===== config.mk =====
export PLATFORM = sky130hd
export DESIGN_NAME = serial_subtractor
export DESIGN_NICKNAME = d
export VERILOG_FILES = /design/src/rtl/serial_subtractor.sv
export SDC_FILE = /design/constraint.sdc
export NUM_CORES = 1
export LEC_CHECK = 0
export CORE_ASPECT_RATIO = 1.2
export CORE_MARGIN = 2
export CORE_UTILIZATION = 45
export CTS_CLUSTER_SIZE = 30
export DETAILED_ROUTE_END_ITERATION = 7
export PLACE_DENSITY = 0.77
export SETUP_SLACK_MARGIN = 0.5
export SKIP_CTS_REPAIR_TIMING = 1
export SYNTH_ARGS = -nofsm -noshare
export SYNTH_HDL_FRONTEND = slang
export SYNTH_SLANG_ARGS = --single-unit

===== constraint.sdc =====
create_clock -name clk -period 1.4 [get_ports clk]
set_input_delay 0.35 -clock clk [delete_from_list [all_inputs] [get_ports clk]]
set_output_delay 0.35 -clock clk [all_outputs]
set_load 0.02 [all_outputs]

===== src/rtl/serial_subtractor.sv =====
// Bit-serial subtractor: diff = a - b - bin, one bit per clock, LSB first, start/done handshake.
// Optional signed-overflow flag output ovf when SUB_SIGNED_OVF_EN is defined.
module serial_subtractor #(
  parameter int unsigned WIDTH = 8
) (
  input  logic             clk,
  input  logic             rst_n,
  input  logic             start,
  input  logic [WIDTH-1:0] a,
  input  logic [WIDTH-1:0] b,
  input  logic             bin,
  output logic             ready,
  output logic             busy,
  output logic             done,
  output logic [WIDTH-1:0] diff,
  output logic             bout
`ifdef SUB_SIGNED_OVF_EN
  ,
  output logic             ovf
`endif
);

  localparam int unsigned CNT_W = $clog2(WIDTH);

  typedef enum logic [1:0] {
    S_IDLE  = 2'd0,
    S_SHIFT = 2'd1,
    S_DONE  = 2'd2
  } state_t;

  state_t             r_state;
  logic [WIDTH-1:0]   r_a_sr;
  logic [WIDTH-1:0]   r_b_sr;
  logic [WIDTH-1:0]   r_r_sr;
  logic               r_brw;
  logic [CNT_W-1:0]   r_cnt;
  logic               r_busy;
  logic               r_done;
  logic [WIDTH-1:0]   r_diff;
  logic               r_bout;
`ifdef SUB_SIGNED_OVF_EN
  logic               r_a_msb;
  logic               r_b_msb;
  logic               r_ovf;
`endif

  logic w_d;
  logic w_brw_nxt;
  logic w_last;

  // Full-subtractor cell on the current LSBs
  assign w_d       = r_a_sr[0] ^ r_b_sr[0] ^ r_brw;
  assign w_brw_nxt = (~r_a_sr[0] & r_b_sr[0]) | (~(r_a_sr[0] ^ r_b_sr[0]) & r_brw);
  assign w_last    = (r_cnt == CNT_W'(WIDTH - 1));

  always_ff @(posedge clk or negedge rst_n) begin
    if (!rst_n) begin
      r_state <= S_IDLE;
      r_a_sr  <= '0;
      r_b_sr  <= '0;
      r_r_sr  <= '0;
      r_brw   <= 1'b0;
      r_cnt   <= '0;
      r_busy  <= 1'b0;
      r_done  <= 1'b0;
      r_diff  <= '0;
      r_bout  <= 1'b0;
`ifdef SUB_SIGNED_OVF_EN
      r_a_msb <= 1'b0;
      r_b_msb <= 1'b0;
      r_ovf   <= 1'b0;
`endif
    end else begin
      r_done <= 1'b0;
      case (r_state)
        S_IDLE: begin
          if (start) begin
            r_a_sr  <= a;
            r_b_sr  <= b;
            r_brw   <= bin;
            r_r_sr  <= '0;
            r_cnt   <= '0;
            r_busy  <= 1'b1;
            r_state <= S_SHIFT;
`ifdef SUB_SIGNED_OVF_EN
            r_a_msb <= a[WIDTH-1];
            r_b_msb <= b[WIDTH-1];
`endif
          end
        end
        S_SHIFT: begin
          r_a_sr <= {1'b0, r_a_sr[WIDTH-1:1]};
          r_b_sr <= {1'b0, r_b_sr[WIDTH-1:1]};
          r_r_sr <= {w_d, r_r_sr[WIDTH-1:1]};
          r_brw  <= w_brw_nxt;
          r_cnt  <= r_cnt + CNT_W'(1);
          // Publish on the final bit so diff/bout are valid while done is high
          if (w_last) begin
            r_diff  <= {w_d, r_r_sr[WIDTH-1:1]};
            r_bout  <= w_brw_nxt;
            r_busy  <= 1'b0;
            r_done  <= 1'b1;
            r_state <= S_DONE;
`ifdef SUB_SIGNED_OVF_EN
            r_ovf   <= (r_a_msb ^ r_b_msb) & (w_d ^ r_a_msb);
`endif
          end
        end
        S_DONE: begin
          r_state <= S_IDLE;
        end
        default: begin
          r_state <= S_IDLE;
        end
      endcase
    end
  end

  assign ready = (r_state == S_IDLE);
  assign busy  = r_busy;
  assign done  = r_done;
  assign diff  = r_diff;
  assign bout  = r_bout;
`ifdef SUB_SIGNED_OVF_EN
  assign ovf   = r_ovf;
`endif

endmodule


==> Word level (Yosys, flattened, before mapping) <==
Index checks and enable logic that the tools add are counted.
{ "word_totals": {"ff_bits": 41, "latchBits": 0, "ram_bits": 0, "mem_bits_ro": 0, "in_bits": 20, "output_inout_bits": 12, "elab_cells": 46, "mem_count": 0} }
{ "op_classes": {"n_addsub": 1, "mul": 0, "div": 0, "n_lt_le_gt_ge": 0, "eq_ne": 4, "shift": 0, "n_mux": 18, "n_bitwise": 7, "reduce_logical": 6} }
{ "ops": {"columns": ["operator", "count"], "rows": [
  ["one-hot mux 8 bit (2 select lines)", 3],
  ["2-to-1 mux 8 bit", 3],
  ["one-hot mux 3 bit (2 select lines)", 1],
  ["AND reduction 2 bit", 3],
  ["2-to-1 mux 1 bit", 5],
  ["2-to-1 mux 2 bit", 2],
  ["!= test 2 bit (second input constant)", 2],
  ["one-hot mux 1 bit (2 select lines)", 2],
  ["one-hot mux 2 bit (2 select lines)", 1],
  ["adder 3 x 1 -> 3 bit (second input constant)", 1],
  ["equality test 3 bit (second input constant)", 1],
  ["2-to-1 mux 3 bit", 1],
  ["AND reduction 3 bit", 1],
  ["bitwise AND 1 bit", 2],
  ["equality test 2 x 1 -> 1 bit (second input constant)", 1],
  ["zero test 2 bit", 1],
  ["NOT 1 bit", 2],
  ["nonzero test 2 bit", 1],
  ["bitwise XOR 1 bit", 2],
  ["OR 1 bit", 1]
]} }

==> Logic depth before layout (Yosys ltp) <==
Gate-level depths: netlist (run 1).
{ "logic_depth": {"depth_word": 5, "ltp_mapped": 6, "depth_no_buf": 5} }

==> Worst setup path after synthesis (run 1) <==
No wires, ideal clock.
{ "synth_path": {"kind": "register to register", "startpoint": "register r_cnt[0]", "endpoint": "register r_diff[2], in the netlist diff[2]", "arrival_ns": 1.314, "required_ns": 1.275, "slack_ns": -0.039, "stages_incl_launch_ff": 6, "n_path_buf": 1, "path_cell_list": "dfrtp_1 > ha_1 > ha_1 > nand3b_4 > buf_6 > mux2_4"} }
{ "synth_via": {"elab_chain_len": 2} }
{ "synth_lines": {"columns": ["element", "line_no", "rtl"], "rows": [
  ["start, declared", "36", "logic [CNT_W-1:0] r_cnt;"],
  ["start signal, assigned", "96", "r_cnt <= r_cnt + CNT_W'(1);"],
  ["equality test 3 bit", "54", "assign w_last = (r_cnt == CNT_W'(WIDTH - 1));"],
  ["AND reduction 2 bit (no line)", null, null],
  ["end signal, assigned", "99", "r_diff <= {w_d, r_r_sr[WIDTH-1:1]};"],
  ["end, declared", "39", "logic [WIDTH-1:0] r_diff;"]
]} }
Every way passes these cells.
A chain may end at the register's enable or synchronous reset.

==> Final worst setup path (run 1) <==
{ "layout_path": {"startpoint": "register r_cnt[1]", "endpoint": "register r_diff[1], in the netlist diff[1]"} }
The elaborated chain is that of the path after synthesis.

==> results.md, run 1 <==
- Result of the run: finished, violations left
- Violations in the final reports: hold timing
- IO buf count: 31
- Drt pass-1 iters: 4
- Number of global-route vias before repair: 1475
- Post-route core utilization: 0.768
- Mean post-synth cell area: 11.7 sq um
- Routed wirelength normalized by instance count: 20.5 um
- Post-Synthesis Cell Area: 1830 sq um
- Busiest layer in global routing: met2
- CP arrival: 1.59 ns
- Share of final-layout standard cells stronger than drive strength 1: 0.610
- MaxCap Viol Count: 0
- Slowest cell delay on critical path: 0.40 ns
- Maximum number of pins on one net before global-route repair: 24
- Remaining antenna violation count: 0
- Total die area: 4590 sq um
- Worst-path cell with the longest stage delay: sky130_fd_sc_hd__dfrtp_1
- Clock transition time at the flip-flop clock pins of the worst setup and hold paths: 0.08 ns
- Transition time at the pin with the least slew margin: 0.476 ns
- Number of violations reported at the end of detailed-routing iteration 0: 73
- Final cycle utilization of the critical path: 0.999
- Final weighted congestion in routability-driven placement: 0.759
- Area inside the core boundary: 3910 sq um
- Cells after synthesis: 156
- Unrepaired setup endpoints after global routing: yes
- Average vias per placed instance: 5.71
- Clock tree root buffer cell: sky130_fd_sc_hd__clkbuf_8
- Tightest Hold Check Type: in -> async
- Number of nets in the finished design: 245
- Fill cells: 236
- Count of different cell masters after synthesis: 25
- Met3 track demand over resource: 0.0444
- Met2 layer usage reported by global route: 0.359
- Count of yosys warnings during synthesis: 0
- Wire length of the first global-routing pass: 7320 um
- Static Leakage: 1.31 nW
- Chain of cells forming the critical path: ha_2, ha_4, nand3b_4, mux2_4
- Post-DP HPWL: 3020 um
- Clock latency reported for the late side of the worst-skew pair: 0.30 ns
- Antenna violations before repair: 0
- Die span in x: 62.2 um
- Clock Skew: 0.00559 ns
- Max frequency: 715 MHz
- Std-Cell Rows: 25
- Clock period minus final worst setup slack: 1.40 ns
- Via Count: 1581
- Total global-route track usage: 0.209
- Worst Hold Margin: -0.00554 ns
- Layout-stage area growth over the synthesis result: 64.2%
- Clock tree from TritonCTS: done
- Placed instance area: 2430 sq um
- Number of synthesized register bits: 40
- Number of sinks driven by the clock tree: 40
- Post-route design area: 3000 sq um
- Top-level I/O count: 32
- Clock tree buffer depth: 2
- Startpoint types: flop
- Clock buffers created by TritonCTS: 5
- Max Transition Viols Final: 0
- Endpoints failing setup: 0
- Final wirelength: 5680 um
- Global routing usage on met1: 0.262
- Worst slew slack as a fraction of its limit: 0.683
- Peak fanout along the critical path: 6
- # diodes: 0
- Cell Pwr Density: 2140 nW/um^2
- Setup TNS: 0 ns
- Chip height: 73.8 um
- Data required time of the worst path: 1.59 ns
- Global-route congestion overflow total: 0
- Mapped Nets: 179
- Residual DRC: 0
- Final hold violation count: 6
- Sequential share of the synthesized area: 0.548
- Category of the worst setup path capture point: flop
- Initial core utilization: 0.468
- Critical path class: reg -> reg
- Worst IR Drop VDD: 1.20 mV
- CTS H-tree depth: 2
[synth_stat cells (all sizes together)]
master / count / area share
o22ai: 14 / 0.048
a22o: 9 / 0.043
o21bai: 1 / 0.0041
a221oi: 1 / 0.0082
nor2: 6 / 0.012
fa: 1 / 0.011
buf: 12 / 0.046
a21oi: 1 / 0.0027
ha: 2 / 0.014
nor3: 33 / 0.11
mux2: 8 / 0.062
inv: 6 / 0.012
o21ai: 8 / 0.022
dfrtp: 40 / 0.55
o32ai: 4 / 0.019
or2: 1 / 0.0034
nand2b: 2 / 0.012
nor2b: 2 / 0.0068
nand2: 4 / 0.0082
nand3b: 1 / 0.011
[sequential cells by signal (all words and copies together) (netlist names)]
register,count
r_a_sr,8
bout,1
r_b_sr,8
busy,1
r_r_sr,7
r_state,2
r_cnt,3
done,1
r_brw,1
diff,8
[stage by stage]
step / worst slack (ns) / hold slack, ns / instances / power [mW]
floorplan: 0.0495 / 0.0544 / 156 / 3.90
global placement: -0.229 / 0.303 / 241 / 4.42
detailed placement: -0.300 / 0.326 / 241 / 4.57
CTS: -0.379 / -0.00288 / 249 / 5.41
global route: -0.00983 / 0.0192 / 277 / 6.73
finish: 0.000813 / -0.00554 / 277 / 6.43
[where the power goes]
| part | switching [mW] | leakage [nW] | internal (mW) | total [mW] |
|---|---|---|---|---|
| combinational | 1.55 | 0.779 | 1.83 | 3.38 |
| clock | 0.431 | 0.0434 | 0.399 | 0.829 |
| sequential | 0.550 | 0.491 | 1.67 | 2.22 |
[area by class of cell]
class                   instances  area (sq um)  area share
clock inverters                 2          15.0     0.00500
well taps                      54          67.6      0.0225
inverters                       6          27.5     0.00917
clock buffers                   6          82.6      0.0275
multi-input cells             101          1110       0.369
flip-flops and latches         40          1000       0.334
repair buffers                 68           698       0.233
[layout by cell type (no fill, tap or decap), drive strengths merged, types with 8 or more instances in the layout]
master,n
o22ai,14
dfrtp,40
a22o,9
nor3,33
mux2,8
clkdlybuf4s50,17
clkbuf,8
o21ai,8
buf,48
[path summary, 6_finish.rpt]
path	slack (ns)	depth (start not counted)	to	from
max reg2reg	0.0008	4	diff[1]	r_cnt[1]
max in group asynchronous	0.92	2	r_a_sr[0]	rst_n
min in group clk	0.52	2	r_a_sr[7]	r_a_sr[7]
max	0.0008	4	diff[1]	r_cnt[1]
min reg2reg	0.52	2	r_a_sr[7]	r_a_sr[7]
min	-0.006	1	r_a_sr[4]	rst_n
[per-layer routing]
layer / up-vias / wire length (um)
li1: 710 / -
met1: 814 / 2220
met2: 49 / 3130
met3: 8 / 240
met4: 0 / 97
met5: - / 0
[worst max-delay path, delay by kind of cell (launching register included)]
family / cells / cell delay [ns]
AND/OR/NAND/NOR: 1 / 0.16
adder cells (fa/ha/maj): 2 / 0.40
multiplexers: 1 / 0.32
flip-flops: 1 / 0.40
[kinds of logic after synthesis]
family | share of synthesized area
adders and majority gates | 0.0246
DFF | 0.548
muxes | 0.0616
AOI/OAI and AO/OA | 0.147
buffers and inverters | 0.0582
and+or+nand+nor | 0.161
Note: power is estimated with default switching activity, not from simulation.
==> run 2: changes to the inputs <==
--- a/config.mk
+++ b/config.mk
@@ -16,3 +16,4 @@
 export SYNTH_ARGS = -nofsm -noshare
 export SYNTH_HDL_FRONTEND = slang
 export SYNTH_SLANG_ARGS = --single-unit
+export TNS_END_PERCENT = 100
==> results of run 2 <==
No change in the layout: final DEF, timing and power equal those of run 1.
==> edit (settings of run 1) <==
Reset style: synchronous (`rst_n`), changed in one clocked block.
--- a/src/rtl/serial_subtractor.sv
+++ b/src/rtl/serial_subtractor.sv
@@ -54,5 +54,5 @@
   assign w_last    = (r_cnt == CNT_W'(WIDTH - 1));
 
-  always_ff @(posedge clk or negedge rst_n) begin
+  always_ff @(posedge clk) begin
     if (!rst_n) begin
       r_state <= S_IDLE;
Behaviour: differs if rst_n is asserted again (counterexample within 4 cycles, from zero or initial values and one cycle with rst_n low); with rst_n held inactive, the same outputs for 10 cycles.
==> edit against run 1 <==
- the flow finishes with violations (negative setup slack)
- design area shrank 13%
- fmax shrank 0.18%
- area after synthesis shrank 14%
- worst setup slack lost 0.0026 ns
- routed wire length shrank 19%
- worst hold slack gained 0.47 ns
- sequential cell count is the same
- largest cell class unchanged
Power is not compared: it rests on default switching activity, and its combinational part moved more than twofold at a synthesized area within 25%.
==> edit: results (changes against run 1) <==
metric,value,unit,change
Layout Cells excl Fill,268,,-3.2%
"critical path fanouts, max",2,,-4
final worst hold slack,0.4611,ns,+0.4666 ns
most used standard cells in the synthesized netlist,"sky130_fd_sc_hd__dfxtp_1 (40), sky130_fd_sc_hd__nand2_1 (29), sky130_fd_sc_hd__o21ai_0 (13), sky130_fd_sc_hd__nand3_1 (11)",,
maximum number of pins on one net before global-route repair,35,,+46%
Max Clock Skew,0.005143,ns,-0.0004426 ns
number of distinct standard cells referenced by the synthesized netlist,28,,+12%
worst hold path class,register to register,,
launching element of the worst setup path,r_state[0]$_SDFFE_PN0P_,,
DP Area,0.002111,mm²,-13%
"Net count, final",254,,+3.7%
wire length of the first global-routing pass,6334,µm,-13%
setup_tns,-0.001767,ns,-0.001767 ns
worst slew margin relative to its limit,0.7974,,+0.1147
biggest cell delay along the critical path,0.34,ns,-0.06 ns
failing checks,negative setup slack,,
async set-or-reset flop fraction in the synthesized netlist,0,,-1.000
final setup violation count,1,,+1
depth of the most critical reg-to-reg path,5,,+1
Routability Congestion,0.7608,,+0.22%
main area contributors after synthesis,"sky130_fd_sc_hd__dfxtp_1 (51%), sky130_fd_sc_hd__nand2_1 (6.9%), sky130_fd_sc_hd__o32ai_1 (5.0%)",,
Setup WS post-layout,-0.001767,ns,-0.002580 ns
vias in the first global route,1438,,-2.5%
Initial DRC Count,75,,+2.7%
Setup crit end,ready,,
run status,"complete, but fails checks",,
edit: layer usage:
metal / global-route usage / part of all wire
met3: 0.05970 / 0.050
met4: 0.09302 / 0.033
met5: 0 / 0
met2: 0.3977 / 0.52
met1: 0.2224 / 0.40
edit: cell type report:
class | instances | area [µm²]
fillers | 206 | 720.7
inverters | 6 | 31.28
well taps | 37 | 46.29
multi-input cells | 118 | 978.4
clock buffers | 6 | 72.57
repair buffers | 59 | 626.9
clock inverters | 2 | 35.03
flip-flops and latches | 40 | 827.0
edit: cell families after synthesis:
logic type / synth area share
fa+ha+maj: 0.03648
compound gates: 0.2054
flops: 0.5075
mux: 0.01269
buf+inv: 0.06185
simple gates: 0.1761
edit: power by group through the flow:
stage	logic, W	clock network, W	registers (W)
3_5_place_dp	0.000341	0	0.00127
3_3_place_gp	0.000326	0	0.00126
4_1_cts	0.000342	0.000936	0.00124
5_1_grt	0.000492	0.000990	0.00125
2_1_floorplan	0.000223	0	0.00126
6_report	0.000457	0.000923	0.00125
